===== src/rtl/uart_tx_frame.sv =====
// UART transmitter: one word per valid/ready handshake, configurable width/parity/stop bits.
// Frames stream back-to-back with no idle gap when a new word is offered in the final stop cycle.
module uart_tx_frame #(
    parameter int CLOCKS_PER_BAUD = 868,
    parameter int DATA_WIDTH      = 8,
    parameter int PARITY          = 0,
    parameter int STOP_BITS       = 1
) (
    input  logic                  clk,
    input  logic                  rst_n,
    input  logic [DATA_WIDTH-1:0] data,
    input  logic                  valid,
    output logic                  ready,
    output logic                  busy,
    output logic                  tx
);

    localparam int CW = $clog2(CLOCKS_PER_BAUD);
    localparam int IW = $clog2(DATA_WIDTH);
    localparam logic [CW-1:0] CNT_RELOAD = CW'(CLOCKS_PER_BAUD - 1);
    localparam logic [IW-1:0] LAST_DATA  = IW'(DATA_WIDTH - 1);
    localparam logic [IW-1:0] LAST_STOP  = IW'(STOP_BITS - 1);

    typedef enum logic [2:0] {
        S_IDLE,
        S_START,
        S_DATA,
        S_PARITY,
        S_STOP
    } state_t;

    state_t                state;
    logic [CW-1:0]         cnt;
    logic [IW-1:0]         idx;
    logic [DATA_WIDTH-1:0] sh;
    logic                  par_bit;
    logic                  accept;
    logic                  bit_done;

    // ready is only ever high in IDLE or the last stop-bit cycle, so accept
    // alone identifies both frame-start points.
    assign accept   = valid && ready;
    assign bit_done = (cnt == '0);

    always_ff @(posedge clk) begin
        if (!rst_n) begin
            state   <= S_IDLE;
            cnt     <= '0;
            idx     <= '0;
            sh      <= '0;
            par_bit <= 1'b0;
            tx      <= 1'b1;
            busy    <= 1'b0;
            ready   <= 1'b1;
        end else if (accept) begin
            state   <= S_START;
            cnt     <= CNT_RELOAD;
            idx     <= '0;
            sh      <= data;
            par_bit <= (^data) ^ (PARITY == 1);
            tx      <= 1'b0;
            busy    <= 1'b1;
            ready   <= 1'b0;
        end else begin
            case (state)
                S_IDLE: ;
                S_START: begin
                    if (bit_done) begin
                        state <= S_DATA;
                        cnt   <= CNT_RELOAD;
                        idx   <= '0;
                        tx    <= sh[0];
                        sh    <= sh >> 1;
                    end else begin
                        cnt <= cnt - CW'(1);
                    end
                end
                S_DATA: begin
                    if (bit_done) begin
                        cnt <= CNT_RELOAD;
                        if (idx == LAST_DATA) begin
                            idx <= '0;
                            if (PARITY != 0) begin
                                state <= S_PARITY;
                                tx    <= par_bit;
                            end else begin
                                state <= S_STOP;
                                tx    <= 1'b1;
                            end
                        end else begin
                            idx <= idx + IW'(1);
                            tx  <= sh[0];
                            sh  <= sh >> 1;
                        end
                    end else begin
                        cnt <= cnt - CW'(1);
                    end
                end
                S_PARITY: begin
                    if (bit_done) begin
                        state <= S_STOP;
                        cnt   <= CNT_RELOAD;
                        idx   <= '0;
                        tx    <= 1'b1;
                    end else begin
                        cnt <= cnt - CW'(1);
                    end
                end
                S_STOP: begin
                    if (bit_done) begin
                        if (idx == LAST_STOP) begin
                            state <= S_IDLE;
                            busy  <= 1'b0;
                            tx    <= 1'b1;
                        end else begin
                            idx <= idx + IW'(1);
                            cnt <= CNT_RELOAD;
                        end
                    end else begin
                        cnt <= cnt - CW'(1);
                        // Raise ready so it is visible exactly in the final stop cycle.
                        if (idx == LAST_STOP && cnt == CW'(1)) begin
                            ready <= 1'b1;
                        end
                    end
                end
                default: state <= S_IDLE;
            endcase
        end
    end

endmodule


===== config.mk =====
export PLATFORM = sky130hd
export DESIGN_NAME = uart_tx_frame
export DESIGN_NICKNAME = d
export VERILOG_FILES = /design/src/rtl/uart_tx_frame.sv
export SDC_FILE = /design/constraint.sdc
export NUM_CORES = 1
export LEC_CHECK = 0
export CAP_MARGIN = 20
export CORE_UTILIZATION = 50
export DETAILED_ROUTE_END_ITERATION = 10
export PLACE_DENSITY = 0.79
export SLEW_MARGIN = 20
export SYNTH_ARGS = -nofsm -noshare
export SYNTH_HDL_FRONTEND = slang
export SYNTH_SLANG_ARGS = --single-unit

===== constraint.sdc =====
create_clock -name clk -period 2.9 [get_ports clk]
set_input_delay 0.29 -clock clk [delete_from_list [all_inputs] [get_ports clk]]
set_output_delay 0.29 -clock clk [all_outputs]
set_load 0.01 [all_outputs]

==> results of run 1 <==
[placed cells by master, fill, tap and decap left out, types with 3 or more instances in the layout]
master / netlist / layout
a21oi_1: 10 / 10
a311oi_1: 3 / 3
buf_4: 0 / 3
clkbuf_4: 0 / 3
clkdlybuf4s50_1: 0 / 13
dfxtp_1: 27 / 27
ha_1: 5 / 5
inv_1: 5 / 5
mux2_2: 7 / 7
mux2i_1: 8 / 8
nand2_1: 26 / 26
nand2b_1: 4 / 4
nand3_1: 6 / 6
nand4_1: 3 / 3
nor2_1: 11 / 11
nor2b_1: 3 / 3
nor3_1: 3 / 3
o21ai_0: 6 / 6
o21ai_1: 6 / 6
or3_1: 7 / 7
[synthesized netlist by cell type, types with 2 or more instances]
library cell and n:
o41ai_1 2, nand4_1 3, nor3b_1 2, o2111ai_1 2
nor3_1 3, clkbuf_1 9, nor4bb_1 2, nand2_1 26
and2_1 2, or4_1 2, o31ai_1 2, nand2b_1 4
nor2b_1 3, inv_1 5, a21oi_1 10, o21ai_1 6
a41oi_1 2, dfxtp_1 27, mux2_2 7, or4_4 2
o21ai_0 6, or3b_1 2, nor4_1 2, or3_1 7
mux2i_1 8, a311oi_1 3, a211o_1 2, nand3_1 6
a211oi_1 2, ha_1 5, nor2_1 11
[worst min-delay path: stages, from the launching register on]
cell,delay (ns)
dfxtp_1,0.34
nand2_1,0.05
mux2i_1,0.05
[how the worst max path moves through the flow]
stage               slack (ns)  cells after the start  endpoint
floorplan                 0.76                      6  state[1]
global placement          0.70                      6  state[1]
detailed placement        0.61                      6  state[1]
CTS                       0.56                      6  state[1]
global route              0.46                      6  state[1]
finish                    0.55                      6  state[1]
[per-layer routing]
layer / wire length [µm] / track usage
met1: 1770 / 0.348
met2: 1880 / 0.394
met3: 175 / 0.0242
met4: 67 / 0.122
met5: 0 / 0
[kinds of logic after synthesis]
family	share of synthesized area
mux	0.0984
xor+xnor	0.00542
fa+ha+maj	0.0387
compound gates	0.201
buf+inv	0.0325
simple gates	0.290
flops	0.335
[registers in the layout, summed over array words and instances (netlist names)]
name   cells
cnt       10
sh         8
idx        3
state      3
busy       1
ready      1
tx         1
[cell type report]
cell class | instances | area, µm²
Clock buffer | 3 | 22.5
Inverter | 5 | 18.8
Timing Repair Buffer | 16 | 153
Multi-Input combinational cell | 152 | 1020
Tap cell | 44 | 55.1
Sequential cell | 27 | 541
Fill cell | 299 | 1230
Clock inverter | 1 | 7.51
[stage by stage]
step | hold slack (ns) | worst slack, ns | instances | utilization
floorplan | 0.429 | 0.756 | 193 | -
global placement | 0.443 | 0.697 | 244 | 0.586
detailed placement | 0.458 | 0.609 | 244 | 0.586
CTS | 0.479 | 0.562 | 248 | 0.596
global route | 0.497 | 0.457 | 248 | 0.596
finish | 0.474 | 0.549 | 248 | 0.596
[where the power goes]
| part | switching (W) | internal [W] |
|---|---|---|
| Clock | 0.000121 | 0.0000529 |
| Sequential | 0.0000286 | 0.000397 |
| Combinational | 0.000125 | 0.000103 |
==> impl_metrics.toml, run 1 <==
[cells_and_area]
layout-area-overhead-vs-synth_pct = 12.6
fin_nets = 221
stdcell_area_um2 = 1820
final_layout_size_suffix_gt1_frac = 0.0931
n_antenna_cell = 0

[floorplan]
chipWidth_um = 58.8
overall_die_height_um = 58.8
top_level_i_o_count = 14
die_area_um2 = 3460
coreArea_um2 = 3050
initial_core_utilization = 0.529
core.rowCount = 20

[clocking]
clock-sinks = 27
clk_root_buffer_cell = "clkbuf_4"
post_cts.resized_instances = 0
holdBufCountCts = 0
worst_skew_pair.late_latency_ns = 0.34
ctsLongestPathBuffers = 2
clkTransAtPathRegs_ns = 0.16
numCtsBuffers = 3
htreeDepth = 1
tritoncts_clock_tree = "done"
setup_fix_bufs_post_cts = 0

[timing]
skew_ns = 0.00813
post-route-min-period_ns = 2.35
least_margin_pin_slew_ns = 0.682
finalCritPeriodShare = 0.811
totalNegativeSetupSlack_ns = 0
max_clock_freq_mhz = 425
rsz0062_at_grt = "false"
timing.slew.headroom = 0.545
timing.final.hold_violations = 0
setup_violations = 0
drv_slew = 0

[critical_path]
cp_top_family = "simple AND/OR/NAND/NOR gates"
slack_of_the_worst_reg_to_reg_path_ns = 0.55
end_kind = "flop"
r2r-start = "cnt[0]"
classification_of_the_worst_setup_path = "flop to flop"
timing.critical_path.from = "cnt[0]"
start_kind = "flop"
cp_max_fo = 6
worst_path_max_delay_cell = "or3b_2"
worstRegToRegCells = 6
timing.rr.end = "state[1]"
cp_num_buf_inv = 1
arrival_time_worst_endpoint_ns = 2.62
crit_path_cell_trace = "inv_1, ha_1, or3b_2, or4_4, or3b_1, a211oi_2"
critical_path_required_ns = 3.17
critical_path.max_stage_delay_ns = 0.49

[synth]
mappedNetlistArea_um2 = 1620
yosys.cell_types.count = 49
synth-edff-count = 0
postSynthCellCount = 193
synth_top_area_frac = 0.335
synth_area_leader_cell = "dfxtp_1"
postSynthNetCount = 209
synth.area.top_cells = "dfxtp_1 (33%), nand2_1 (6.0%), mux2i_1 (5.0%)"
synth-seq-area-share = 0.335
yosysWarningCount = 0
yosys_most_used_dff = "dfxtp_1"
syn_area_per_cell_um2 = 8.37
yosys_register_bits = 27
async_flop_share = 0

[routing]
total_drc_errors_in_the_routed_layout = 0
routed_wire_length_per_instance_um = 15.7
drtIter0Drc = 76
drt_wl_total_um = 3890
detail-route-antenna-nets = 0
dr.pass1.iters = 4
num_vias = 1514
routed_via_density = 6.10

[power]
vdd_ir_drop_max_mv = 0.227
power-per-cell-area_nw_per_um2 = 454
total_leakage_power_nw = 0.666
total_power_w = 0.000826

[place]
dp_hpwl_um = 2840
placement.cell_area_um2 = 1790
io_buffers = 13
gp_congestion = 0.896

[global_route]
grt_first_pass_wirelength_um = 6670
grt_start_max_net_pins = 22
initial_antenna_violation_count = 0
grt_use_total = 0.252
grt_pass1_vias = 1466
globalRoute.totalOverflow = 0

[job]
max_cap_violations = 0

[worst_hold_path]
timing.hold.worst_endpoint = "sh[3]"
hold_path_startpoint = "sh[3]"
timing.hold.worst_path_depth = 2
holdCritPathClass = "flop to flop"

[run_status]
status = "completed"
No activity file was read; power rests on OpenSTA's default activity.
==> run 2: changes to the inputs <==
Clock period 2.9 ns to 2.4 ns, I/O delays scaled along.
==> run 2 against run 1 <==
Net effect: die area stayed put; clock-buffer cell count is 1 higher; register-to-register slack worse by 0.45 ns; first-iteration DRC count is 18% higher; clock skew is 0.0063 ns lower; worst setup slack worse by 0.45 ns; critical endpoint unchanged.
==> impl_metrics.toml, run 2 (same netlist as run 1, synthesis figures left out) <==
[clocking]
tritoncts_clock_tree = "done"
holdBufCountCts = 0
clkTransAtPathRegs_ns = 0.15
setup_fix_bufs_post_cts = 0
ctsLongestPathBuffers = 2
worst_skew_pair.late_latency_ns = 0.33
post_cts.resized_instances = 0
numCtsBuffers = 3
clk_root_buffer_cell = "clkbuf_4"
htreeDepth = 1
clock-sinks = 27

[routing]
met2_wirelength_um = 1930
dr.pass1.iters = 4
wirelength_met1_um = 1820
total_drc_errors_in_the_routed_layout = 0
drtIter0Drc = 90
num_vias = 1532
drt_wl_total_um = 3930
routed_via_density = 6.10
detail-route-antenna-nets = 0
routed_wire_length_per_instance_um = 15.6
sum_of_met3_wire_segment_lengths_after_detailed_routing_um = 144
top_layer = "met4"

[timing]
post-route-min-period_ns = 2.30
finalCritPeriodShare = 0.959
timing.slew.headroom = 0.514
skew_ns = 0.00183
totalNegativeSetupSlack_ns = 0
least_margin_pin_slew_ns = 0.729
max_clock_freq_mhz = 434
finalHoldWorstSlack_ns = 0.468
timing.final.hold_violations = 0
layout_setup_ws_ns = 0.0982
setup_violations = 0
drv_slew = 0

[global_route]
grt_pass1_vias = 1404
grt_start_max_net_pins = 18
globalRoute.totalOverflow = 0
grt_use_total = 0.234
initial_antenna_violation_count = 0
grt_first_pass_wirelength_um = 6290

[critical_path]
critical_path_required_ns = 2.66
start_kind = "flop"
arrival_time_worst_endpoint_ns = 2.56
end_kind = "flop"
cp_max_fo = 6
slack_of_the_worst_reg_to_reg_path_ns = 0.1
classification_of_the_worst_setup_path = "flop to flop"

[power]
total_leakage_power_nw = 0.681
vdd_ir_drop_max_mv = 0.328
power-per-cell-area_nw_per_um2 = 547

[place]
io_buffers = 13
dp_hpwl_um = 2900
gp_congestion = 0.916
placement.setup.worst_slack_ns = 0.107
placedCellCount = 247

[floorplan]
chipWidth_um = 58.8
die_area_um2 = 3460
top_level_i_o_count = 14
coreArea_um2 = 3050
core.rowCount = 20
initial_core_utilization = 0.529
overall_die_height_um = 58.8

[cells_and_area]
fin_nets = 224
largest_register_ffs = 10
reg_top3 = "cnt x10, sh x8"
stdcell_count = 251
layout-area-overhead-vs-synth_pct = 13.9
commonest_non_fill_non_tap_cell_in_the_layout = "dfxtp_1"
num-fill-cells = 287
n_antenna_cell = 0
mostFrequentLayoutCells = "dfxtp_1 (27), nand2_1 (26), clkdlybuf4s50_1 (13)"
largest-register = "cnt"
final_layout_size_suffix_gt1_frac = 0.106

[run_status]
status = "completed"

[worst_hold_path]
holdCritPathClass = "flop to flop"

[job]
max_cap_violations = 0
==> run 2: cell types whose count changed in the layout (fill, tap and decap cells not counted) <==
cell / delta
ha_2: +1
clkinvlp_4: -1
clkbuf_1: +1
ha_1: -1
buf_4: +3
==> run 2: final cells by class <==
| cell class | instances | area [µm²] | area share |
|---|---|---|---|
| multi-input combinational | 152 | 1020 | 0.557 |
| clock buffer | 4 | 26.3 | 0.0143 |
| sequential | 27 | 541 | 0.294 |
| tap | 44 | 55.1 | 0.0299 |
| inverter | 5 | 18.8 | 0.0102 |
| timing repair buffer | 19 | 175 | 0.0952 |
==> run 2: power breakdown <==
| part | total, W | leakage, nW | switching [W] | internal (W) |
|---|---|---|---|---|
| Clock | 0.000206 | 0.0150 | 0.000141 | 0.0000652 |
| Combinational | 0.000286 | 0.444 | 0.000153 | 0.000134 |
| Sequential | 0.000514 | 0.222 | 0.0000349 | 0.000479 |
| Total | 0.00101 | 0.681 | 0.000329 | 0.000678 |
==> run 2: critical path, stage by stage, from the launching register on <==
cell	delay, ns
dfxtp_1	0.36
inv_1	0.10
ha_2	0.23
or3b_2	0.48
or4_4	0.45
or3b_1	0.38
a211oi_2	0.24
==> run 2: path summary, 6_finish.rpt <==
| path | endpoint | cells past startpoint | from |
|---|---|---|---|
| worst min register to register | sh[3] | 2 | sh[3] |
| worst max register to register | state[1] | 6 | cnt[0] |
| worst min-delay path | sh[3] | 2 | sh[3] |
| worst max-delay path | state[1] | 6 | cnt[0] |
==> run 2: stage by stage <==
stage	area [µm²]	utilization	power, W
after floorplan	1620	-	0.000704
after global routing	1840	0.603	0.00105
after CTS	1840	0.602	0.00100
after detailed placement	1810	0.593	0.000803
final	1840	0.603	0.00101
after global placement	1810	0.593	0.000793
==> run 2: per-layer routing <==
metal	global-route usage	vias to the layer above
li1	-	753
met5	0	-
met3	0.0242	6
met1	0.298	730
met4	0.0986	0
met2	0.403	43
==> run 3: changes to the inputs <==
Settings changed: CORE_MARGIN set to 4.
==> run 3 against run 2 <==
Net effect: highest routed layer unchanged; worst hold slack lost 0.0013 ns; sequential power barely moved; worst setup slack improved by 0.029 ns; final area rose by 0.20%; maximum frequency rose by 1.3%; wire length is 0.15% lower; global-route usage is 3.8 points lower.
==> impl_metrics.toml, run 3 (same netlist as run 1, synthesis figures left out) <==
[floorplan]
coreArea_um2 = 3080
initial_core_utilization = 0.525
chipWidth_um = 64.8
top_level_i_o_count = 14
overall_die_height_um = 64.8
core.rowCount = 20
die_area_um2 = 4200

[clocking]
tritoncts_clock_tree = "done"
clkTransAtPathRegs_ns = 0.15
ctsLongestPathBuffers = 2
holdBufCountCts = 0
htreeDepth = 1
clk_root_buffer_cell = "clkbuf_4"
clock-sinks = 27
setup_fix_bufs_post_cts = 0
numCtsBuffers = 3
worst_skew_pair.late_latency_ns = 0.34

[timing]
least_margin_pin_slew_ns = 0.691
timing.slew.headroom = 0.539
setup_violations = 0
finalCritPeriodShare = 0.947
drv_slew = 0
finalHoldWorstSlack_ns = 0.466
post-route-min-period_ns = 2.27
max_clock_freq_mhz = 440
totalNegativeSetupSlack_ns = 0
timing.final.hold_violations = 0
skew_ns = 0.0146
rsz0062_at_grt = "false"

[cells_and_area]
largest-register = "cnt"
fin_nets = 223
largest_register_ffs = 10
n_antenna_cell = 0
commonest_non_fill_non_tap_cell_in_the_layout = "dfxtp_1"
reg_top3 = "cnt x10, sh x8"
layout-area-overhead-vs-synth_pct = 14.2
mostFrequentLayoutCells = "dfxtp_1 (27), nand2_1 (26), clkdlybuf4s50_1 (13)"
num-fill-cells = 290
final_layout_size_suffix_gt1_frac = 0.107

[job]
max_cap_violations = 0

[place]
gp_congestion = 0.931
dp_hpwl_um = 2940
io_buffers = 13

[run_status]
status = "completed"

[routing]
routed_via_density = 6.19
met2_wirelength_um = 1940
total_drc_errors_in_the_routed_layout = 0
routed_wire_length_per_instance_um = 15.7
wirelength_met1_um = 1690
sum_of_met3_wire_segment_lengths_after_detailed_routing_um = 210
drtIter0Drc = 85
drt_wl_total_um = 3920
detail-route-antenna-nets = 0
top_layer = "met4"
dr.pass1.iters = 4
num_vias = 1548

[power]
cell_internal_pwr_w = 0.000675
power-per-cell-area_nw_per_um2 = 543
p_seq_frac = 0.513
clock_power_share = 0.201
switching_share = 0.326
total_leakage_power_nw = 0.680
total_switching_power_w = 0.000327
vdd_ir_drop_max_mv = 0.294
pwr-share-comb = 0.286

[global_route]
grt_start_max_net_pins = 22
globalRoute.totalOverflow = 0
initial_antenna_violation_count = 0
grt_use_total = 0.196
grt_pass1_vias = 1480
grt_first_pass_wirelength_um = 6480

[critical_path]
critical_path_required_ns = 2.66
classification_of_the_worst_setup_path = "flop to flop"
start_kind = "flop"
end_kind = "flop"
arrival_time_worst_endpoint_ns = 2.53
cp_max_fo = 6

[worst_hold_path]
holdCritPathClass = "flop to flop"
[run 3: worst paths after layout]
path          start       end  slack, ns  cells past startpoint
max          cnt[0]  state[1]       0.13                      6
min reg2reg   sh[3]     sh[3]       0.47                      2
max reg2reg  cnt[0]  state[1]       0.13                      6
min           sh[3]     sh[3]       0.47                      2
[run 3: through the flow]
stage          setup WS [ns]   util  power (W)  instances  cell area (µm²)
3_3_place_gp           0.200  0.586   0.000786        246             1800
5_1_grt               0.0311  0.599    0.00105        250             1840
4_1_cts               0.0708  0.595   0.000993        250             1830
3_5_place_dp           0.128  0.586   0.000798        246             1800
6_report               0.127  0.599    0.00100        250             1840
2_1_floorplan          0.256      -   0.000704        193             1620
[run 3: area by class of cell]
type | count | area [µm²] | area share
clock buffer | 3 | 22.5 | 0.0122
inverter | 5 | 18.8 | 0.0102
clock inverter | 1 | 5.00 | 0.00271
sequential | 27 | 541 | 0.293
timing repair buffer | 18 | 168 | 0.0909
multi-input combinational | 152 | 1030 | 0.561
tap | 44 | 55.1 | 0.0299
[run 3: critical path, stage by stage, from the launching register on]
cell      delay, ns
dfxtp_1        0.36
inv_1          0.14
ha_4           0.18
or3b_2         0.47
or4_4          0.45
or3b_1         0.38
a211oi_2       0.21
[run 3: power by group through the flow]
stage | combinational, W | sequential, W | clock [W]
6_report | 0.000287 | 0.000514 | 0.000201
4_1_cts | 0.000278 | 0.000513 | 0.000203
5_1_grt | 0.000313 | 0.000519 | 0.000221
3_3_place_gp | 0.000266 | 0.000520 | 0
3_5_place_dp | 0.000275 | 0.000523 | 0
2_1_floorplan | 0.000192 | 0.000512 | 0
[run 3: per-layer routing]
metal	up-vias	track usage
li1	751	-
met1	737	0.232
met2	51	0.341
met3	9	0.0295
met4	0	0.0976
met5	-	0
[run 3: repair_timing]
| action | in CTS | in global routing |
|---|---|---|
| resized for setup | 0 | 2 |
| setup endpoints to repair | 0 | 1 |
| endpoints found under the hold margin | 0 | 0 |
